`config.mk`:
```
export PLATFORM = sky130hd
export DESIGN_NAME = mem_arbiter
export DESIGN_NICKNAME = d
export VERILOG_FILES = /design/src/rtl/mio_pkg.sv /design/src/rtl/timeout_counter.sv /design/src/rtl/mem_arbiter.sv
export SDC_FILE = /design/constraint.sdc
export NUM_CORES = 1
export LEC_CHECK = 0
export BUFFER_PORTS_ARGS = -buffer_cell sky130_fd_sc_hd__buf_2
export CAP_MARGIN = 20
export CELL_PAD_IN_SITES_DETAIL_PLACEMENT = 0
export CELL_PAD_IN_SITES_GLOBAL_PLACEMENT = 1
export CORE_MARGIN = 2
export CORE_UTILIZATION = 35
export DETAILED_ROUTE_END_ITERATION = 7
export HOLD_SLACK_MARGIN = 0.06
export PLACE_DENSITY = 0.95
export SETUP_SLACK_MARGIN = 0.05
export SYNTH_ARGS = -nofsm -noshare
export SYNTH_HDL_FRONTEND = slang
export SYNTH_SLANG_ARGS = --single-unit
```
`constraint.sdc`:
```
create_clock -name clk -period 2.8 [get_ports clk]
set_input_delay 0.14 -clock clk [delete_from_list [all_inputs] [get_ports clk]]
set_output_delay 0.14 -clock clk [all_outputs]
set_load 0.02 [all_outputs]
```
`src/rtl/mio_pkg.sv`:
```
// Shared CPU memory-interface definitions: arbiter state encoding and grant codes.
package mio_pkg;

    localparam logic [1:0] ST_IDLE     = 2'd0;
    localparam logic [1:0] ST_CPU_XFER = 2'd1;
    localparam logic [1:0] ST_DMA_XFER = 2'd2;
    localparam logic [1:0] ST_DONE     = 2'd3;

    typedef enum logic [1:0] {
        IDLE     = ST_IDLE,
        CPU_XFER = ST_CPU_XFER,
        DMA_XFER = ST_DMA_XFER,
        DONE     = ST_DONE
    } arb_state_t;

    // One-hot bus ownership as seen on the grant output
    localparam logic [1:0] GNT_NONE = 2'b00;
    localparam logic [1:0] GNT_CPU  = 2'b01;
    localparam logic [1:0] GNT_DMA  = 2'b10;

    function automatic logic [1:0] owner_grant(input arb_state_t st);
        return (st == DMA_XFER) ? GNT_DMA : GNT_CPU;
    endfunction

endpackage

```
`src/rtl/timeout_counter.sv`:
```
// 8-bit wait counter for the memory handshake; cleared outside a transfer.
module timeout_counter (
    input  logic       clk,
    input  logic       reset,
    input  logic       clear,
    input  logic       en,
    output logic [7:0] count
);

    always_ff @(posedge clk) begin
        if (reset || clear) begin
            count <= '0;
        end else if (en) begin
            count <= count + 8'd1;
        end
    end

endmodule

```
`src/rtl/mem_arbiter.sv`:
```
// Two-requester (CPU / DMA) round-robin arbiter for a single shared memory port,
// with a per-transfer handshake timeout that completes the access with bus_err.
module mem_arbiter
    import mio_pkg::*;
#(
    parameter int AW      = 32,
    parameter int DW      = 32,
    parameter int TIMEOUT = 15
) (
    input  logic          clk,
    input  logic          reset,
    input  logic          cpu_req,
    input  logic          cpu_we,
    input  logic [AW-1:0] cpu_addr,
    input  logic [DW-1:0] cpu_wdata,
    output logic [DW-1:0] cpu_rdata,
    output logic          cpu_ready,
    input  logic          dma_req,
    input  logic          dma_we,
    input  logic [AW-1:0] dma_addr,
    input  logic [DW-1:0] dma_wdata,
    output logic [DW-1:0] dma_rdata,
    output logic          dma_ready,
    output logic          mem_req,
    output logic          mem_we,
    output logic [AW-1:0] mem_addr,
    output logic [DW-1:0] mem_wdata,
    input  logic [DW-1:0] mem_rdata,
    input  logic          mem_ready,
    output logic [1:0]    grant,
    output logic          bus_err
);

    arb_state_t state;
    logic       last_dma;
    logic [7:0] tmo_count;
    logic       in_xfer;
    logic       tmo_en;
    logic       tmo_hit;

    assign in_xfer = (state == CPU_XFER) || (state == DMA_XFER);
    // Waiting only counts once the command is actually on the bus
    assign tmo_en  = in_xfer && mem_req && !mem_ready;
    assign tmo_hit = tmo_en && (tmo_count == 8'(TIMEOUT - 1));

    timeout_counter u_timeout (
        .clk   (clk),
        .reset (reset),
        .clear (!in_xfer),
        .en    (tmo_en),
        .count (tmo_count)
    );

    always_ff @(posedge clk) begin
        if (reset) begin
            state     <= IDLE;
            last_dma  <= 1'b1;
            grant     <= GNT_NONE;
            mem_req   <= 1'b0;
            mem_we    <= 1'b0;
            mem_addr  <= '0;
            mem_wdata <= '0;
            cpu_ready <= 1'b0;
            dma_ready <= 1'b0;
            bus_err   <= 1'b0;
            cpu_rdata <= '0;
            dma_rdata <= '0;
        end else begin
            cpu_ready <= 1'b0;
            dma_ready <= 1'b0;
            bus_err   <= 1'b0;
            case (state)
                IDLE: begin
                    if (cpu_req && (!dma_req || last_dma)) begin
                        state     <= CPU_XFER;
                        mem_addr  <= cpu_addr;
                        mem_wdata <= cpu_wdata;
                        mem_we    <= cpu_we;
                    end else if (dma_req) begin
                        state     <= DMA_XFER;
                        mem_addr  <= dma_addr;
                        mem_wdata <= dma_wdata;
                        mem_we    <= dma_we;
                    end
                end
                CPU_XFER, DMA_XFER: begin
                    if (!mem_req) begin
                        // Command registers settled last cycle; now present it
                        mem_req <= 1'b1;
                        grant   <= owner_grant(state);
                    end else if (mem_ready || tmo_hit) begin
                        mem_req  <= 1'b0;
                        grant    <= GNT_NONE;
                        state    <= DONE;
                        last_dma <= (state == DMA_XFER);
                        bus_err  <= !mem_ready;
                        if (state == CPU_XFER) begin
                            cpu_ready <= 1'b1;
                            if (mem_ready) cpu_rdata <= mem_rdata;
                        end else begin
                            dma_ready <= 1'b1;
                            if (mem_ready) dma_rdata <= mem_rdata;
                        end
                    end
                end
                DONE: begin
                    state <= IDLE;
                end
                default: begin
                    state <= IDLE;
                end
            endcase
        end
    end

endmodule

```
---- Word-level counts from Yosys, hierarchy flattened ----
Index checks and enable logic that the tools add are counted.
cells by class
  eq/ne operators ......................... 8
  reductions and logical operators ........ 21
  mux-type cells .......................... 18
  $add $sub $neg .......................... 1
  bitwise gates (word level) .............. 4
operators with widths
  cell                                                                     count
  32-bit two-way mux                                                       4
  2-bit two-way mux                                                        7
  5-bit AND reduction                                                      2
  8-bit by 1-bit adder with 8-bit output, second input constant            1
  8-bit by 4-bit == test with 1-bit output, second input constant          1
  1-bit two-way mux                                                        6
  2-bit case mux with 3 select lines                                       1
  3-bit AND reduction                                                      2
  2-bit == test, second input constant                                     2
  1-bit logical AND                                                        4
  1-bit logical OR                                                         4
  2-bit inequality test, second input constant                             2
  1-bit NOT                                                                4
  2-bit AND reduction                                                      2
  4-bit OR reduction                                                       1
  1-bit logical NOT                                                        3
  3-bit inequality test, second input constant                             1
  2-bit by 1-bit == test with 1-bit output, second input constant          1
  2-bit logical NOT                                                        1
  2-bit by 1-bit inequality test with 1-bit output, second input constant  1
  2-bit nonzero test                                                       1
  2-bit OR reduction                                                       1
storage, ports and cells
  word-level logic and storage cells ...... 65
  bits of input ports ..................... 167
  register bits ........................... 146

---- Logic depth before layout (Yosys ltp) ----
Gate-level depths: netlist of the first run.
  depth in word-level cells ............... 9
  depth in mapped cells ................... 8
  depth with buffers taken out ............ 6

---- Hierarchy ----
From an unflattened synthesis of the first run, not the netlist that was laid out.
second synthesis, totals
  cell total of the unflattened synthesis .. 664
  area, all modules ....................... 5888.1 sq um
by module, submodules not included
  module           cells an instance  area each (sq um)  sequential area each (sq um)  times used
  mem_arbiter      626                5542.8             2762.6                        1
  timeout_counter  38                 345.3              160.2                         1

---- Least setup slack after synthesis of the first run ----
Ideal clock, no wire load.
  path kind ............................... reg2reg
  start ................................... register state[0]
  end ..................................... register state[0]
  arrival ................................. 1607 ps
  cell stages (with the launch flop) ...... 7
  setup slack ............................. 1106 ps
  period minus slack after synthesis ...... 1694 ps
  cells stage by stage .................... dfxtp_1 inv_1 ha_1 buf_2 a22o_1 or4_1 o31ai_1
between the ends
  word-level cells in the longest chain between the ends .. 8
ends and longest elaborated chain
  element                                                                    RTL line           text
  start: declaration                                                         mem_arbiter.sv:34  arb_state_t state;
  start signal: assignment                                                   mem_arbiter.sv:56  state <= IDLE;
  start signal: assignment                                                   mem_arbiter.sv:75  state <= CPU_XFER;
  start signal: assignment                                                   mem_arbiter.sv:80  state <= DMA_XFER;
  2-bit by 1-bit == test with 1-bit output or 2-bit == test (tied branches)  mem_arbiter.sv:41  assign in_xfer = (state == CPU_XFER) || (state == DMA_XFER);
  1-bit logical OR (*)                                                       mem_arbiter.sv:41
  named net in_xfer                                                          mem_arbiter.sv:37  logic in_xfer;
  1-bit logical AND (*) (2 in series)                                        mem_arbiter.sv:43  assign tmo_en = in_xfer && mem_req && !mem_ready;
  1-bit logical AND (*)                                                      mem_arbiter.sv:44  assign tmo_hit = tmo_en && (tmo_count == 8'(TIMEOUT - 1));
  1-bit logical OR (*)                                                       mem_arbiter.sv:91  end else if (mem_ready || tmo_hit) begin
  2-bit inequality test (no line) (*)                                        -
  3-bit AND reduction (no line) (*)                                          -
The timed path passes the listed nets; every way through them passes the cells marked *.
A chain may end at the register's enable or synchronous reset.

---- Worst setup path after layout of the first run ----
  start ................................... register last_dma
  end ..................................... register mem_wdata[7]
between the ends
  word-level cells in the longest chain between the ends .. 4
ends and longest elaborated chain
  element                        RTL line           text
  start: declaration             mem_arbiter.sv:35  logic last_dma;
  start signal: assignment       mem_arbiter.sv:95  last_dma <= (state == DMA_XFER);
  1-bit logical OR (*)           mem_arbiter.sv:74  if (cpu_req && (!dma_req || last_dma)) begin
  1-bit logical AND (*)          mem_arbiter.sv:74
  2-bit nonzero test (no line)   -
  2-bit AND reduction (no line)  -
  end signal: assignment         mem_arbiter.sv:77  mem_wdata <= cpu_wdata;
  end signal: assignment         mem_arbiter.sv:82  mem_wdata <= dma_wdata;
  end: declaration               mem_arbiter.sv:27  output logic [DW-1:0] mem_wdata,
Mark *: on every way between the ends. The rest lies on a longest branch, timed or not.

==> impl_metrics.ini, run 1 <==
[synthesis]
synth_seq_area_share_pct = 49.7
synth_area_per_cell_sq_um = 8.82
synth_seq_cells = 146
synth.yosys.warnings = 0
syn_inst = 667
mappedNetlistNets = 840
synth_area_leader_cell = sky130_fd_sc_hd__dfxtp_1
netlist_area_sq_um = 5890
synth_cell_types = 37
post_synth_main_area_contributors = sky130_fd_sc_hd__dfxtp_1 50%, sky130_fd_sc_hd__mux2i_1 11%, sky130_fd_sc_hd__nand2_1 8.5%, sky130_fd_sc_hd__a211oi_1 8.4%, sky130_fd_sc_hd__a21oi_1 5.4%
synth.top_cell.area_share_pct = 49.7

[floorplanning]
floorplan.rows = 47
fp.dieArea_sq_um = 17900
initial_utilization_pct = 35.6
floorplan.die.height_microns = 134
fp.coreArea_sq_um = 16500
die_x_microns = 134
boundaryPins = 302

[worst_hold_path]
min_path_type = input port to flip-flop
hold_end = mem_wdata[16]
holdCritStartpoint = cpu_wdata[16]
worstHoldPathCells = 3

[clock_network]
cts_tree = built
clock-sinks = 146
clock_path_buffers = 2
tritoncts.num_buffers = 17
worstSkewPairLatency_ns = 0.42
worst_setup_hold_path_clk_slew_ns = 0.06
buffer_count_from_post_cts_setup_fixing = 0
clock_tree.htree_level_count = 4
root_buffer = sky130_fd_sc_hd__clkbuf_16

[power]
vdd.ir_drop.worst_uv = 432
total_leakage_power_uw = 0.00412
power_per_cell_area_nw_per_um2 = 786

[sta]
finalWorstPathRequiredPeriod_ns = 2.30
final_min_period_over_clock_period_pct = 82.1
fin_setup_tns_ns = 0
finalSetupViolations = 0
rsz0062_at_grt = false
max_freq_mhz = 435
final.hold.worst_slack_ns = 0.0698
timing.clock.skew_ns = 0.00785
final-hold-violation-count = 0
timing.slew.headroom_pct = 53.9
slew_viol_final = 0
worstMarginPinSlew_ns = 0.692

[outcome]
run_status = finished, final reports clean

[global_route]
first_global_vias = 5749
grt_pass1_wl_mm = 28.4
sum_of_overflow_across_all_layers_after_global_routing = 0
grt_usage_pct = 19.9
grt_start_max_net_pins = 131
antenna_found_initial = 1

[setup_path]
critical_path.max_fanout = 27
regToRegStartpoint = last_dma
rr_worst_depth = 6
timing.critical_path.to_type = flip-flop
cp_data_required_time_ns = 3.07
worstPathArrival_ns = 2.56
timing.rr.end = mem_wdata[7]
critPathKind = flip-flop to flip-flop
reg2reg_slack_ns = 0.50
worstSetupStartpointType = flip-flop

[placed_design]
io_buffer_count = 301
placement_cell_area_sq_um = 7540
gpl.final_weighted_congestion = 0.769
detailed_place_hpwl_mm = 12.0

[layout]
final_design_area_no_fill_sq_um = 8870
nNetsFinal = 1198
most-common-layout-cells = 300 x sky130_fd_sc_hd__buf_2, 146 x sky130_fd_sc_hd__dfxtp_1, 132 x sky130_fd_sc_hd__nand2_1
postLayoutCoreUtil_pct = 53.7
post_route_cells_drive_above_1_share_pct = 34.0
synthToLayoutAreaGrowth_pct = 50.7
most_common_cell_after_layout_fill_and_taps_aside = sky130_fd_sc_hd__buf_2
fillerInstances = 1489

[job]
timing.max_cap.violations = 0

[drt]
vias_per_cell = 4.74
detail_route.iter0.violations = 299
drt_pass1_iterations = 5
ant_nets = 0
totalWireLength_mm = 17.9
drcViolationCount = 0
route.vias.total = 5964
avgRoutedWirePerCell_microns = 14.2
[what timing repair did]
| item | CTS | global route |
|---|---|---|
| hold endpoints to repair | 94 | 0 |
| hold buffers | 78 | 0 |
| gates resized for setup | 0 | 0 |
[synthesized netlist by cell type]
cell type,count
sky130_fd_sc_hd__nor4b_2,1
sky130_fd_sc_hd__nor2_1,85
sky130_fd_sc_hd__dfxtp_1,146
sky130_fd_sc_hd__o32ai_1,1
sky130_fd_sc_hd__nand2b_1,6
sky130_fd_sc_hd__ha_1,6
sky130_fd_sc_hd__a211oi_1,66
sky130_fd_sc_hd__clkbuf_1,30
sky130_fd_sc_hd__a31oi_1,1
sky130_fd_sc_hd__and4_2,1
sky130_fd_sc_hd__and4b_1,1
sky130_fd_sc_hd__nor2b_1,3
sky130_fd_sc_hd__mux2_2,1
sky130_fd_sc_hd__o31ai_1,1
sky130_fd_sc_hd__a311oi_1,1
sky130_fd_sc_hd__nand4b_1,1
sky130_fd_sc_hd__o211ai_1,1
sky130_fd_sc_hd__inv_1,6
sky130_fd_sc_hd__buf_2,14
sky130_fd_sc_hd__nand4_1,2
sky130_fd_sc_hd__buf_1,2
sky130_fd_sc_hd__a41oi_1,1
sky130_fd_sc_hd__o31a_1,1
sky130_fd_sc_hd__and3_2,1
sky130_fd_sc_hd__nand3_1,3
sky130_fd_sc_hd__o21ai_0,1
sky130_fd_sc_hd__a22o_1,1
sky130_fd_sc_hd__buf_4,1
sky130_fd_sc_hd__xnor2_1,4
sky130_fd_sc_hd__a21oi_1,64
sky130_fd_sc_hd__nand2_1,133
sky130_fd_sc_hd__mux2i_1,66
sky130_fd_sc_hd__nor3_1,5
sky130_fd_sc_hd__xor2_1,3
sky130_fd_sc_hd__or4_1,1
sky130_fd_sc_hd__buf_6,5
sky130_fd_sc_hd__and2_1,1
[how the worst max path moves through the flow]
stage / start / end / slack [ns]
finish: last_dma / mem_wdata[7] / 0.50
global route: last_dma / mem_wdata[7] / 0.40
CTS: last_dma / mem_wdata[21] / 0.60
detailed placement: state[0] / dma_rdata[18] / 0.90
global placement: state[0] / dma_rdata[3] / 0.99
floorplan: state[0] / state[0] / 1.11
[kinds of logic (layout without fill, tap and decap cells)]
kind of cell	after synthesis	count (layout)	synth area share, %
compound gates	139	139	15.1
simple gates	244	244	16.9
fa+ha+maj	6	6	1.28
mux	67	67	11.4
buf+inv	58	429	4.70
other cells	0	1	0
flops	146	146	49.7
xor+xnor	7	7	1.04
[registers in the layout (all words and copies together), names as in the netlist]
| name | flops |
|---|---|
| cpu_ready | 1 |
| dma_rdata | 32 |
| cpu_rdata | 32 |
| mem_wdata | 32 |
| mem_req | 1 |
| mem_we | 1 |
| bus_err | 1 |
| last_dma | 1 |
| dma_ready | 1 |
| u_timeout.count | 8 |
| mem_addr | 32 |
| state | 2 |
| grant | 2 |
[per-layer routing]
metal	track usage [%]	vias up	wire, microns
met5	0	-	0
met4	7.74	0	423
met3	4.83	32	1110
met2	35.8	256	8950
met1	22.8	2663	7410
li1	-	3013	-
[critical path: stages, from the launching register on]
cell	delay, ns
sky130_fd_sc_hd__dfxtp_1	0.31
sky130_fd_sc_hd__nand2b_1	0.21
sky130_fd_sc_hd__nand2_4	0.38
sky130_fd_sc_hd__buf_4	0.32
sky130_fd_sc_hd__mux2i_1	0.24
sky130_fd_sc_hd__dlygate4sd3_1	0.59
sky130_fd_sc_hd__a211oi_1	0.08
[area by class of cell]
| cell class | count | area (sq um) | area share (%) |
|---|---|---|---|
| Tap cell | 220 | 275 | 3.10 |
| Multi-Input combinational cell | 463 | 2710 | 30.5 |
| Clock buffer | 17 | 425 | 4.80 |
| Clock inverter | 15 | 121 | 1.37 |
| Timing Repair Buffer | 391 | 2390 | 27.0 |
| Antenna cell | 1 | 2.50 | 0.0282 |
| Sequential cell | 146 | 2920 | 33.0 |
| Inverter | 6 | 22.5 | 0.254 |
[power breakdown]
part	internal [uW]	switching (uW)
registers	2470	197
logic	818	1380
clock network	1160	945
total	4450	2520
[through the flow]
stage          worst slack [ns]  cells  total power [uW]
2_1_floorplan              1.11    667              4080
3_3_place_gp              0.990   1148              4790
3_5_place_dp              0.899   1148              4820
4_1_cts                   0.597   1258              7050
5_1_grt                   0.401   1258              7360
6_report                  0.501   1259              6970
No activity file was read; power rests on OpenSTA's default activity.
==> run 2: changes to the inputs <==
--- a/config.mk
+++ b/config.mk
@@ -10,10 +10,10 @@
 export CELL_PAD_IN_SITES_DETAIL_PLACEMENT = 0
 export CELL_PAD_IN_SITES_GLOBAL_PLACEMENT = 1
 export CORE_MARGIN = 2
-export CORE_UTILIZATION = 35
+export CORE_UTILIZATION = 29
 export DETAILED_ROUTE_END_ITERATION = 7
 export HOLD_SLACK_MARGIN = 0.06
-export PLACE_DENSITY = 0.95
+export PLACE_DENSITY = 0.85
 export SETUP_SLACK_MARGIN = 0.05
 export SYNTH_ARGS = -nofsm -noshare
 export SYNTH_HDL_FRONTEND = slang
==> constraint.sdc (replaced) <==
create_clock -name clk -period 2.1 [get_ports clk]
set_input_delay 0.105 -clock clk [delete_from_list [all_inputs] [get_ports clk]]
set_output_delay 0.105 -clock clk [all_outputs]
set_load 0.02 [all_outputs]
==> run 2 against run 1 <==
  * Register-to-register slack got worse by 0.33 ns
  * Critical path depth fell by 1
  * Combinational power rose by 43%
  * Sequential power rose by 33%
  * Final cell count rose by 9.8%
  * Total power rose by 39%
  * First-iteration DRC count fell by 27%
  * Setup slack got worse by 0.33 ns
  * Worst hold slack improved by 0.0052 ns
  * Count of clock-buffer cells in the layout rose by 1
  * Largest power group unchanged
==> impl_metrics.ini, run 2 (synthesis results as in run 1) <==
[clock_network]
worst_setup_hold_path_clk_slew_ns = 0.07
clock_tree.htree_level_count = 4
worstSkewPairLatency_ns = 0.42
buffer_count_from_post_cts_setup_fixing = 0
root_buffer = sky130_fd_sc_hd__clkbuf_16
clock_path_buffers = 2
cts_tree = built
tritoncts.num_buffers = 17
clock-sinks = 146

[floorplanning]
initial_utilization_pct = 29.3
fp.dieArea_sq_um = 21500
floorplan.die.height_microns = 146
die_x_microns = 146
floorplan.rows = 52
fp.coreArea_sq_um = 20100
boundaryPins = 302

[worst_hold_path]
min_path_type = input port to flip-flop

[layout]
multi_input_comb_area_sq_um = 2720
synthToLayoutAreaGrowth_pct = 65.7
postLayoutCoreUtil_pct = 48.5
most-common-layout-cells = 300 x sky130_fd_sc_hd__buf_2, 146 x sky130_fd_sc_hd__dfxtp_1, 142 x sky130_fd_sc_hd__dlygate4sd3_1
post_route_cells_drive_above_1_share_pct = 32.6
ant_diodes = 0
most_common_cell_after_layout_fill_and_taps_aside = sky130_fd_sc_hd__buf_2
nNetsFinal = 1272
fillerInstances = 1825
final_design_area_no_fill_sq_um = 9750
total_area_of_sequential_cells_sq_um = 2920

[drt]
ant_nets = 0
drt_pass1_iterations = 4
avgRoutedWirePerCell_microns = 14.2
vias_per_cell = 4.55
drcViolationCount = 0
route.vias.total = 6287
detail_route.iter0.violations = 218
totalWireLength_mm = 19.7

[global_route]
grt_start_max_net_pins = 61
sum_of_overflow_across_all_layers_after_global_routing = 0
antenna_found_initial = 0
grt_pass1_wl_mm = 31.0
grt_usage_pct = 17.9
first_global_vias = 6206

[setup_path]
cp_data_required_time_ns = 2.42
critPathSlowestCell = sky130_fd_sc_hd__dlygate4sd3_1
worstPathArrival_ns = 2.25
critPathKind = flip-flop to flip-flop
cp_cell_sequence = nand2b_1 > nand2_8 > mux2i_1 > dlygate4sd3_1 > a211oi_1
worst_path_largest_cell_delay_ns = 0.57
worstSetupStartpointType = flip-flop
critical_path.top_delay_family = buffers and inverters
critical_path.max_fanout = 23
timing.critical_path.to_type = flip-flop
timing.critical_path.buf_inv = 1

[sta]
worstMarginPinSlew_ns = 0.521
timing.clock.skew_ns = 0.0108
finalSetupViolations = 0
final_min_period_over_clock_period_pct = 91.9
max_freq_mhz = 518
finalWorstPathRequiredPeriod_ns = 1.93
rsz0062_at_grt = false
slew_viol_final = 0
final.hold.worst_slack_ns = 0.0750
fin_setup_tns_ns = 0
final-hold-violation-count = 0
timing.slew.headroom_pct = 65.2

[power]
power.share.clock_pct = 30.8
vdd.ir_drop.worst_uv = 451
comb_power_share_pct = 32.5
internal_power_uw = 6260
total_leakage_power_uw = 0.00448
power_per_cell_area_nw_per_um2 = 996
netSwitchingPower_uw = 3450
power_switching_share_pct = 35.5
seqPwrFrac_pct = 36.7

[outcome]
run_status = finished, final reports clean

[placed_design]
placement_cell_area_sq_um = 7740
detailed_place_hpwl_mm = 12.0
io_buffer_count = 301
gpl.final_weighted_congestion = 0.777

[job]
timing.max_cap.violations = 0
## run 2: changes by cell type in the layout (fill, tap and decap cells not counted), sizes merged
| cell | before | now |
|---|---|---|
| diode | 1 | 0 |
| buf | 313 | 323 |
| dlygate4sd3 | 78 | 142 |
| bufinv | 0 | 1 |
| clkbuf | 17 | 18 |
| clkinvlp | 3 | 1 |
## run 2: metrics by stage
stage / setup slack [ns] / total power [uW] / cells
final: 0.171 / 9710 / 1382
after global routing: 0.0740 / 10200 / 1382
after CTS: 0.148 / 9780 / 1382
after detailed placement: 0.231 / 6530 / 1208
after global placement: 0.302 / 6490 / 1208
after floorplan: 0.406 / 5440 / 667
## run 2: per-layer routing
| layer | routed length [microns] | track usage, % | part of all wire [%] |
|---|---|---|---|
| met5 | 0 | 0 | 0 |
| met3 | 1520 | 5.03 | 7.7 |
| met4 | 597 | 8.45 | 3.0 |
| met1 | 8470 | 20.9 | 43 |
| met2 | 9080 | 30.4 | 46 |
## run 2: final cells by class
cell class	instances	area share, %
clock buffer	18	4.50
timing repair buffer	465	32.5
clock inverter	14	1.46
sequential	146	30.0
tap	270	3.46
multi-input combinational	463	27.8
inverter	6	0.231
## run 2: power groups by stage
stage | Combinational, uW | Sequential [uW] | Clock, uW
2_1_floorplan | 1200 | 4230 | 0
3_3_place_gp | 2900 | 3590 | 0
3_5_place_dp | 2920 | 3620 | 0
4_1_cts | 3130 | 3560 | 3090
5_1_grt | 3410 | 3620 | 3200
6_report | 3150 | 3560 | 2990
## run 2: tightest hold or removal path: stages
cell,delay (ns)
sky130_fd_sc_hd__buf_2,0.09
sky130_fd_sc_hd__mux2i_1,0.15
sky130_fd_sc_hd__a211oi_1,0.09
## run 2: final timing paths
kind | startpoint | endpoint | slack (ns) | cells past startpoint
min | dma_wdata[14] | mem_wdata[14] | 0.08 | 3
min reg2reg | cpu_rdata[18] | cpu_rdata[18] | 0.45 | 2
max | last_dma | mem_addr[19] | 0.17 | 5
max reg2reg | last_dma | mem_addr[19] | 0.17 | 5
## run 2: repair_timing
action	in CTS	in global routing
gates resized for setup	0	2
hold buffers	142	0
setup endpoints to repair	0	4
endpoints found under the hold margin	121	0
